### src/rtl/keypad_entry_pkg.sv
// Shared definitions for the keypad entry block: debounce FSM states,
// special key codes and the width of the BCD entry register.
package keypad_entry_pkg;

    typedef enum logic [1:0] {
        IDLE     = 2'd0,
        PRESS_DB = 2'd1,
        PRESSED  = 2'd2,
        REL_DB   = 2'd3
    } kp_state_e;

    localparam logic [3:0] KEY_CLR     = 4'ha;
    localparam logic [3:0] KEY_BS      = 4'hb;
    localparam logic [3:0] KEY_ENT_MIN = 4'hc;
    localparam int         NUM_DIGITS  = 4;

    function automatic logic is_digit(input logic [3:0] code);
        return code <= 4'd9;
    endfunction

endpackage

### src/rtl/keypad_debounce.sv
// Window-based press/release debouncer: one 4-cycle scan window covers every
// row once, so a window either saw the key or it did not.
module keypad_debounce
    import keypad_entry_pkg::*;
#(
    parameter int DEBOUNCE_WIN = 4
) (
    input  logic       clk,
    input  logic       rst_n,
    input  logic [3:0] keypad_col_i,
    input  logic [3:0] keypad_buf_i,
    output logic       key_valid_o,
    output logic [3:0] key_code_o
);

    localparam logic [3:0] WIN_TARGET = 4'(DEBOUNCE_WIN);

    logic [1:0] win_cnt_q;
    logic       hit_acc_q;
    kp_state_e  state_q, state_d;
    logic [3:0] cnt_q, cnt_d;
    logic       valid_q, valid_d;
    logic [3:0] code_q;

    logic       hit;
    logic       win_end;
    logic       win_hit;
    logic [3:0] cnt_inc;

    assign hit     = (keypad_col_i != 4'b1111);
    assign win_end = (win_cnt_q == 2'd3);
    // The last cycle of a window is folded in directly instead of waiting for the accumulator.
    assign win_hit = hit_acc_q | hit;
    assign cnt_inc = cnt_q + 4'd1;

    always_comb begin
        state_d = state_q;
        cnt_d   = cnt_q;
        valid_d = 1'b0;
        if (win_end) begin
            case (state_q)
                IDLE: begin
                    if (win_hit) begin
                        state_d = PRESS_DB;
                        cnt_d   = 4'd1;
                    end
                end
                PRESS_DB: begin
                    if (!win_hit) begin
                        state_d = IDLE;
                        cnt_d   = 4'd0;
                    end else if (cnt_inc == WIN_TARGET) begin
                        state_d = PRESSED;
                        cnt_d   = 4'd0;
                        valid_d = 1'b1;
                    end else begin
                        cnt_d = cnt_inc;
                    end
                end
                PRESSED: begin
                    if (!win_hit) begin
                        state_d = REL_DB;
                        cnt_d   = 4'd1;
                    end
                end
                REL_DB: begin
                    if (win_hit) begin
                        state_d = PRESSED;
                        cnt_d   = 4'd0;
                    end else if (cnt_inc == WIN_TARGET) begin
                        state_d = IDLE;
                        cnt_d   = 4'd0;
                    end else begin
                        cnt_d = cnt_inc;
                    end
                end
                default: begin
                    state_d = IDLE;
                    cnt_d   = 4'd0;
                end
            endcase
        end
    end

    always_ff @(posedge clk or negedge rst_n) begin
        if (!rst_n) begin
            win_cnt_q <= 2'd0;
            hit_acc_q <= 1'b0;
            state_q   <= IDLE;
            cnt_q     <= 4'd0;
            valid_q   <= 1'b0;
            code_q    <= 4'd0;
        end else begin
            win_cnt_q <= win_cnt_q + 2'd1;
            hit_acc_q <= win_end ? 1'b0 : (hit_acc_q | hit);
            state_q   <= state_d;
            cnt_q     <= cnt_d;
            valid_q   <= valid_d;
            if (valid_d) begin
                code_q <= keypad_buf_i;
            end
        end
    end

    assign key_valid_o = valid_q;
    assign key_code_o  = code_q;

endmodule

### src/rtl/keypad_entry.sv
// Keypad front end: debounced key events feed a 4-digit BCD entry register
// with clear, backspace and enter.
module keypad_entry
    import keypad_entry_pkg::*;
#(
    parameter int DEBOUNCE_WIN = 4
) (
    input  logic        clk,
    input  logic        reset,
    input  logic [3:0]  keypadCol,
    input  logic [3:0]  keypadBuf,
    output logic        keyValid,
    output logic [3:0]  keyCode,
    output logic [15:0] digits,
    output logic [2:0]  digitCount,
    output logic [15:0] entered,
    output logic        enterPulse
);

    logic [15:0] digits_q, digits_d;
    logic [2:0]  count_q, count_d;
    logic [15:0] entered_q, entered_d;
    logic        ent_pulse_q, ent_pulse_d;

    keypad_debounce #(
        .DEBOUNCE_WIN (DEBOUNCE_WIN)
    ) u_debounce (
        .clk          (clk),
        .rst_n        (reset),
        .keypad_col_i (keypadCol),
        .keypad_buf_i (keypadBuf),
        .key_valid_o  (keyValid),
        .key_code_o   (keyCode)
    );

    always_comb begin
        digits_d    = digits_q;
        count_d     = count_q;
        entered_d   = entered_q;
        ent_pulse_d = 1'b0;
        if (keyValid) begin
            if (is_digit(keyCode)) begin
                // A full register ignores further digits rather than scrolling.
                if (count_q < 3'(NUM_DIGITS)) begin
                    digits_d = {digits_q[11:0], keyCode};
                    count_d  = count_q + 3'd1;
                end
            end else if (keyCode == KEY_CLR) begin
                digits_d = 16'h0000;
                count_d  = 3'd0;
            end else if (keyCode == KEY_BS) begin
                if (count_q != 3'd0) begin
                    digits_d = {4'h0, digits_q[15:4]};
                    count_d  = count_q - 3'd1;
                end
            end else if (keyCode >= KEY_ENT_MIN) begin
                entered_d   = digits_q;
                ent_pulse_d = 1'b1;
                digits_d    = 16'h0000;
                count_d     = 3'd0;
            end
        end
    end

    always_ff @(posedge clk or negedge reset) begin
        if (!reset) begin
            digits_q    <= 16'h0000;
            count_q     <= 3'd0;
            entered_q   <= 16'h0000;
            ent_pulse_q <= 1'b0;
        end else begin
            digits_q    <= digits_d;
            count_q     <= count_d;
            entered_q   <= entered_d;
            ent_pulse_q <= ent_pulse_d;
        end
    end

    assign digits     = digits_q;
    assign digitCount = count_q;
    assign entered    = entered_q;
    assign enterPulse = ent_pulse_q;

endmodule

### config.mk
export PLATFORM = sky130hd
export DESIGN_NAME = keypad_entry
export DESIGN_NICKNAME = d
export VERILOG_FILES = /design/src/rtl/keypad_entry_pkg.sv /design/src/rtl/keypad_debounce.sv /design/src/rtl/keypad_entry.sv
export SDC_FILE = /design/constraint.sdc
export NUM_CORES = 1
export LEC_CHECK = 0
export ABC_AREA = 1
export CORE_ASPECT_RATIO = 1.2
export CORE_UTILIZATION = 30
export CTS_CLUSTER_DIAMETER = 50
export DETAILED_ROUTE_END_ITERATION = 8
export SYNTH_ARGS = -nofsm -noshare
export SYNTH_HDL_FRONTEND = slang
export SYNTH_SLANG_ARGS = --single-unit
### constraint.sdc
create_clock -name clk -period 3.1 [get_ports clk]
set_input_delay 0.31 -clock clk [delete_from_list [all_inputs] [get_ports clk]]
set_output_delay 0.31 -clock clk [all_outputs]
set_load 0.01 [all_outputs]
==> results of run 1 <==
[worst max path at each step]
stage,startpoint,endpoint,slack (ns),cells after the start
finish,u_debounce.key_code_o[1],digitCount[2],1.07,6
global route,u_debounce.key_code_o[1],digitCount[2],0.89,6
CTS,u_debounce.key_code_o[1],digitCount[2],1.06,6
detailed placement,u_debounce.key_code_o[1],digitCount[2],1.07,6
global placement,u_debounce.key_code_o[2],digitCount[2],1.16,6
floorplan,u_debounce.cnt_q[0],u_debounce.state_q[0],1.73,6
[stage by stage]
stage	util	hold slack [ns]	setup WS, ns	area (um2)	total power [mW]
2_1_floorplan	-	0.01441	1.733	2307	0.8200
4_1_cts	0.4011	0.09435	1.055	2952	1.279
3_5_place_dp	0.3897	0.4314	1.075	2868	0.8952
5_1_grt	0.4011	0.1244	0.8944	2952	1.330
6_report	0.4011	0.06790	1.074	2952	1.260
3_3_place_gp	0.3897	0.4196	1.163	2868	0.8911
[sequential cells by signal, indices dropped and copies added (netlist names), named ones only]
register and cells:
u_debounce.key_valid_o 1, digits 16, u_debounce.win_cnt_q 2, digitCount 3, entered 16, u_debounce.key_code_o 4, u_debounce.hit_acc_q 1, enterPulse 1
u_debounce.cnt_q 4, u_debounce.state_q 1
[per-layer routing]
metal,routed length [um],track usage
met2,2479,0.2231
met4,63,0.04453
met5,0,0
met1,2285,0.1828
met3,314,0.04206
[cells in the final DEF, fill, tap and decap left out, types with 6 or more instances in the layout]
| master | netlist | layout |
|---|---|---|
| clkdlybuf4s50_1 | 0 | 49 |
| a21oi_2 | 10 | 10 |
| o21ai_0 | 32 | 32 |
| o22ai_1 | 12 | 12 |
| ha_1 | 6 | 6 |
| nor2_1 | 11 | 11 |
| nand2_1 | 52 | 52 |
| inv_1 | 36 | 36 |
| nand3_1 | 10 | 10 |
| dfrtp_1 | 50 | 50 |
[where the power goes]
group	total [mW]	switching, mW	internal [mW]	leakage, nW
clock network	0.379	0.224	0.155	0.0362
registers	0.720	0.0377	0.682	0.663
logic	0.162	0.0897	0.0720	0.592
[critical path: cells and delay by family, from the launching register on]
family,cells,cell delay [ns]
buffers and inverters,2,0.50
AOI/OAI and AO/OA,3,0.91
DFF,1,0.43
and+or+nand+nor,1,0.07
[cell families after synthesis]
group	count (synthesis)	synth area share
AO/OA/AOI/OAI	62	0.1687
XOR/XNOR	3	0.01139
adder cells (fa/ha/maj)	6	0.03254
buffers and inverters	47	0.08893
flip-flops	50	0.5423
AND/OR/NAND/NOR	82	0.1562
[layout make-up]
class	count	area (um2)
clock buffer	5	68.82
clock inverter	2	15.01
fill	735	4408
inverter	38	142.6
multi-input combinational	153	850.8
sequential	50	1251
tap	90	112.6
timing repair buffer	52	510.5
==> results.ini, run 1 <==
[logic_synthesis]
post-synth-top-count-cell = nand2_1
ys_top_cells_by_count = nand2_1 (52), dfrtp_1 (50), inv_1 (36)
yosysTopAreaCell = dfrtp_1
yosysSeqAreaShare = 0.5423
postSynthAreaPerCell_um2 = 9.229
synth_top_area_frac = 0.5423
synth-seq-cells = 50
synthArstFlopShare = 1.000
ys_types = 28
synth-edff-count = 0
syn_area_mm2 = 0.002307
ys.flop_type = dfrtp_1
ys_warn_count = 0
synthTopCellsByArea = dfrtp_1 (54%), nand2_1 (8.5%), o21ai_0 (6.9%), inv_1 (5.9%), a21oi_2 (3.8%)
synthesis.nets = 266
syn_inst = 250

[global_route]
grt_pass1_vias = 1753
grt_pass1_wl_um = 8597
track_usage = 0.1413
gr-total-overflow = 0
antenna_found_initial = 0
grt_max_degree = 34

[pwr]
power_leakage_nw = 1.291
power.density_mw_per_mm2 = 426.9
irDropWorstVdd_uv = 219.5

[setup_path]
ff2ff_setup_slack_ns = 1.07
crit_type = reg -> reg
crit_chain = inv_1 > a21oi_4 > o211ai_2 > buf_4 > nand2_1 > o21a_1
reg2reg_from = u_debounce.key_code_o[1]
r2r-end = digitCount[2]
cpMaxStageDelayCell = o211ai_2
r2r_cells = 6
crit_fanout = 21
cp_data_required_time_ns = 3.30
cp-start-kind = flip-flop
end_kind = flip-flop
slowest_delay_ns = 0.68
crit_arrival_ns = 2.23

[floorplanning]
core-area_mm2 = 0.007360
die_area_mm2 = 0.008047
rows = 34
die-height_um = 98.07
ios = 51
fp.dieW_um = 82.06
initial_core_util = 0.3135

[cts]
cts_resized = 0
clk_pin_slew_ns = 0.09
cts_tree = done
cts_max_path_buffers = 2
cts_buffers = 5
ctsHoldBuffers = 0
root_buffer = clkbuf_8
clkSinkCount = 50
cts_setup_buffers = 0
cts_max_level = 2
clk_latency_ns = 0.30

[final_layout]
nets = 316
syn2layout_area_growth_pct = 27.93
antenna_cells = 0
drive_gt1_frac = 0.09667
instances_no_fill = 390

[placement]
place_congestion = 0.7424
hpwl_um = 3810
portBuffers = 50
placed_cells = 383

[detailed_routing]
routed_wl_um = 5143
ant_nets = 0
routed_via_density = 4.646
drc = 0
via_count = 1812
wl_per_cell_um = 13.19
drtIter0Drc = 211
drtPass1Iterations = 4

[sta]
relSlewSlack = 0.4449
tns_ns = 0
fin_skew_ns = 0.007793
setup-violations-final = 0
tightest_slew_ns = 0.8302
maxSlewViolCount = 0
fin_crit_sh = 0.6536
hold_viol = 0
rsz0062_at_grt = false
timing.fmax_mhz = 493.5
fin_crit_ns = 2.026

[status]
status = finished clean

[run]
maxCapViolations = 0

[worst_hold_path]
hold_path.class = in -> async

(Power assumes the default switching activity.)
==> inputs of run 2 (changes only) <==
clock period = 1.9 ns   (was 3.1 ns; I/O delays follow)
==> results.ini, run 2 (synthesis results as in run 1) <==
[final_layout]
multi_input_area_um2 = 850.8
instances_no_fill = 392
fillers = 745
antenna_cells = 0
drive_gt1_frac = 0.09934
syn2layout_area_growth_pct = 29.94
final_util = 0.4073
ff_latch_area_mm2 = 0.001251
nets = 317
final_area_mm2 = 0.002998
final_cell_mix = nand2_1 (52), dfrtp_1 (50), clkdlybuf4s50_1 (49)
layout_commonest_cell = nand2_1

[setup_path]
crit_chain = inv_2 > nor3_2 > inv_1 > o21ai_0
cpMaxStageDelayCell = inv_1
cp_data_required_time_ns = 2.05
crit_fanout = 32
slowest_delay_ns = 0.56
crit_arrival_ns = 1.69
crit_type = reg -> reg
end_kind = flip-flop
cp-start-kind = flip-flop

[floorplanning]
die_area_mm2 = 0.008047
ios = 51
die-height_um = 98.07
core-area_mm2 = 0.007360
rows = 34
fp.dieW_um = 82.06
initial_core_util = 0.3135

[sta]
relSlewSlack = 0.4882
fin_skew_ns = 0.006067
holdWs_ns = -0.01674
setup-violations-final = 0
timing.fmax_mhz = 649.7
tightest_slew_ns = 0.7669
rsz0062_at_grt = false
fin_crit_ns = 1.539
fin_crit_sh = 0.8100
hold_viol = 13
worst_slack_ns = 0.3609
maxSlewViolCount = 0
tns_ns = 0

[pwr]
power.density_mw_per_mm2 = 730.3
power_leakage_nw = 1.318
irDropWorstVdd_uv = 337.8
power_mw = 2.189

[cts]
clkSinkCount = 50
cts_max_level = 2
cts_resized = 0
cts_buffers = 5
clk_pin_slew_ns = 0.09
root_buffer = clkbuf_8
ctsHoldBuffers = 0
cts_setup_buffers = 0
clk_latency_ns = 0.30
cts_tree = done
cts_max_path_buffers = 2

[run]
maxCapViolations = 0

[global_route]
antenna_found_initial = 0
track_usage = 0.1373
grt_max_degree = 51
gr-total-overflow = 0
grt_pass1_wl_um = 8500
grt_pass1_vias = 1780

[detailed_routing]
wl_per_cell_um = 12.88
ant_nets = 0
routed_wl_um = 5047
via_count = 1790
drtIter0Drc = 95
drc = 0
drtPass1Iterations = 4
routed_via_density = 4.566

[placement]
place_ws_ns = 0.2863
portBuffers = 50
placed_cells = 384
hpwl_um = 3664
place_congestion = 0.7437
place_area_mm2 = 0.002888

[worst_hold_path]
hold_path.class = in -> async

[status]
status = complete, but fails checks
failed_checks = hold timing

[run 2: worst paths after layout]
kind	startpoint	to	slack, ns	cells after the start
setup / recovery	u_debounce.key_code_o[3]	entered[11]	0.36	4
hold / removal	reset	u_debounce.win_cnt_q[0]	-0.02	2
setup reg to reg	u_debounce.key_code_o[3]	entered[11]	0.36	4
hold reg to reg	u_debounce.win_cnt_q[0]	u_debounce.win_cnt_q[0]	0.43	1
max in group asynchronous	reset	u_debounce.cnt_q[3]	1.46	2
min in group clk	u_debounce.win_cnt_q[0]	u_debounce.win_cnt_q[0]	0.43	1
[run 2: worst max-delay path, delay by kind of cell, from the launching register on]
family                 cells  cell delay (ns)
AOI/OAI and AO/OA          1             0.18
buffers and inverters      2             0.71
DFF                        1             0.43
and+or+nand+nor            1             0.07
[run 2: layout make-up]
class	count	share of cell area
multi-input combinational	153	0.2838
clock buffer	6	0.02421
clock inverter	2	0.01252
sequential	50	0.4174
tap	90	0.03756
inverter	38	0.04758
timing repair buffer	53	0.1770
[run 2: layer usage]
layer | share of wire | vias up | wire, um | GRT usage
met5 | 0 | - | 0 | 0
met4 | 0.0075 | 0 | 38 | 0.04049
met3 | 0.050 | 4 | 253 | 0.03645
met2 | 0.47 | 41 | 2391 | 0.2212
met1 | 0.47 | 834 | 2364 | 0.1775
li1 | - | 911 | - | -
[run 2: power breakdown]
group	internal, mW	switching, mW	total [mW]
Combinational	0.119	0.150	0.269
Clock	0.393	0.352	0.746
Sequential	1.11	0.0625	1.18
Total	1.62	0.565	2.19
==> inputs of run 3 (changes only) <==
clock period = 1.6 ns   (was 1.9 ns; I/O delays follow)
==> results.ini, run 3 (synthesis results as in run 1) <==
[floorplanning]
rows = 34
core-area_mm2 = 0.007360
fp.dieW_um = 82.06
die-height_um = 98.07
die_area_mm2 = 0.008047
ios = 51
initial_core_util = 0.3135

[cts]
clk_latency_ns = 0.30
cts_tree = done
cts_max_level = 2
clk_pin_slew_ns = 0.09
clkSinkCount = 50
cts_max_path_buffers = 2
cts_buffers = 5
root_buffer = clkbuf_8

[detailed_routing]
routed_wl_um = 5129
routed_via_density = 4.700
drtPass1Iterations = 4
via_count = 1866
drtIter0Drc = 145
drc = 0
wl_per_cell_um = 12.92
ant_nets = 0

[sta]
setup-violations-final = 0
fin_crit_ns = 1.491
holdWs_ns = 0.3302
hold_viol = 0
fin_crit_sh = 0.9317
timing.fmax_mhz = 670.8
tns_ns = 0
rsz0062_at_grt = false
maxSlewViolCount = 0
relSlewSlack = 0.6902
fin_skew_ns = 0.007175
tightest_slew_ns = 0.4647

[placement]
place_congestion = 0.7735
hpwl_um = 3757
portBuffers = 50

[setup_path]
cp_data_required_time_ns = 1.44
r2r-end = u_debounce.state_q[0]
cpMaxStageDelayCell = clkdlybuf4s50_1
crit_chain = clkdlybuf4s50_1
startpoint = digitCount[2]
ff2ff_setup_slack_ns = 0.14
slowest_delay_ns = 0.60
cp_top_family = buffers and inverters
crit_type = reg -> out
crit_fanout = 4
cp-start-kind = flip-flop
worst-path-buf-inv = 1
reg2reg_from = u_debounce.cnt_q[0]
r2r_cells = 6
crit_arrival_ns = 1.33
end_kind = primary output

[final_layout]
fillers = 758
antenna_cells = 0
layout_commonest_cell = nand2_1
nets = 322
syn2layout_area_growth_pct = 33.57
final_cell_mix = nand2_1 (52), dfrtp_1 (50), clkdlybuf4s50_1 (49)
drive_gt1_frac = 0.1173

[pwr]
power.density_mw_per_mm2 = 848.2
power_mw = 2.614
irDropWorstVdd_uv = 464.4
power_leakage_nw = 1.346

[global_route]
antenna_found_initial = 0
gr-total-overflow = 0
grt_pass1_vias = 1795
track_usage = 0.1401
grt_max_degree = 39
grt_pass1_wl_um = 8631

[worst_hold_path]
hold_path.class = in -> async

[run]
maxCapViolations = 0

[status]
status = finished clean

[run 3: layout make-up]
class | count | area (um2) | share of cell area
Inverter | 38 | 142.6 | 0.04629
Multi-Input combinational cell | 154 | 877.1 | 0.2846
Clock buffer | 6 | 72.57 | 0.02355
Timing Repair Buffer | 57 | 588.1 | 0.1908
Tap cell | 90 | 112.6 | 0.03654
Clock inverter | 2 | 37.54 | 0.01218
Sequential cell | 50 | 1251 | 0.4060
[run 3: report_power, final]
part           total, mW  internal (mW)  switching (mW)
combinational      0.324          0.149           0.176
clock              0.898          0.467           0.431
sequential          1.39           1.32          0.0707
[run 3: timing repair]
action                                  in CTS  in global routing
endpoints found under the hold margin       18                  0
hold buffers                                 1                  0
endpoints found under the setup margin       0                  6
buffers inserted                             0                  1
gates resized for setup                      0                  3
[run 3: how the worst max path moves through the flow]
stage | cells past startpoint | slack (ns) | to
finish | 1 | 0.11 | digitCount[2]
global route | 6 | 0.02 | u_debounce.state_q[0]
CTS | 6 | 0.03 | u_debounce.key_code_o[1]
detailed placement | 9 | 0.03 | u_debounce.cnt_q[0]
global placement | 9 | 0.08 | u_debounce.cnt_q[0]
floorplan | 6 | 0.23 | u_debounce.state_q[0]
[run 3: per-stage QoR]
| step | cells | setup WS [ns] | instance area (um2) | utilization |
|---|---|---|---|---|
| after CTS | 395 | 0.03394 | 3048 | 0.4141 |
| after detailed placement | 386 | 0.03451 | 2928 | 0.3978 |
| after floorplan | 250 | 0.2330 | 2307 | - |
| after global routing | 397 | 0.01797 | 3082 | 0.4187 |
| final | 397 | 0.1093 | 3082 | 0.4187 |
| after global placement | 386 | 0.08295 | 2928 | 0.3978 |
[run 3: layer usage]
metal  track usage  wire length, um  share of wire  vias to the layer above
li1              -                -              -                      917
met1        0.1774             2224           0.43                      888
met2        0.2250             2522           0.49                       54
met3       0.04206              310          0.060                        7
met4       0.04453               72          0.014                        0
met5             0                0              0                        -
[run 3: worst register-to-register path, delay by kind of cell (launching register included)]
kind / cells / cell delay, ns
DFF: 1 / 0.44
and+or+nand+nor: 4 / 0.45
adders and majority gates: 1 / 0.25
xor gates and xnor gates: 1 / 0.20
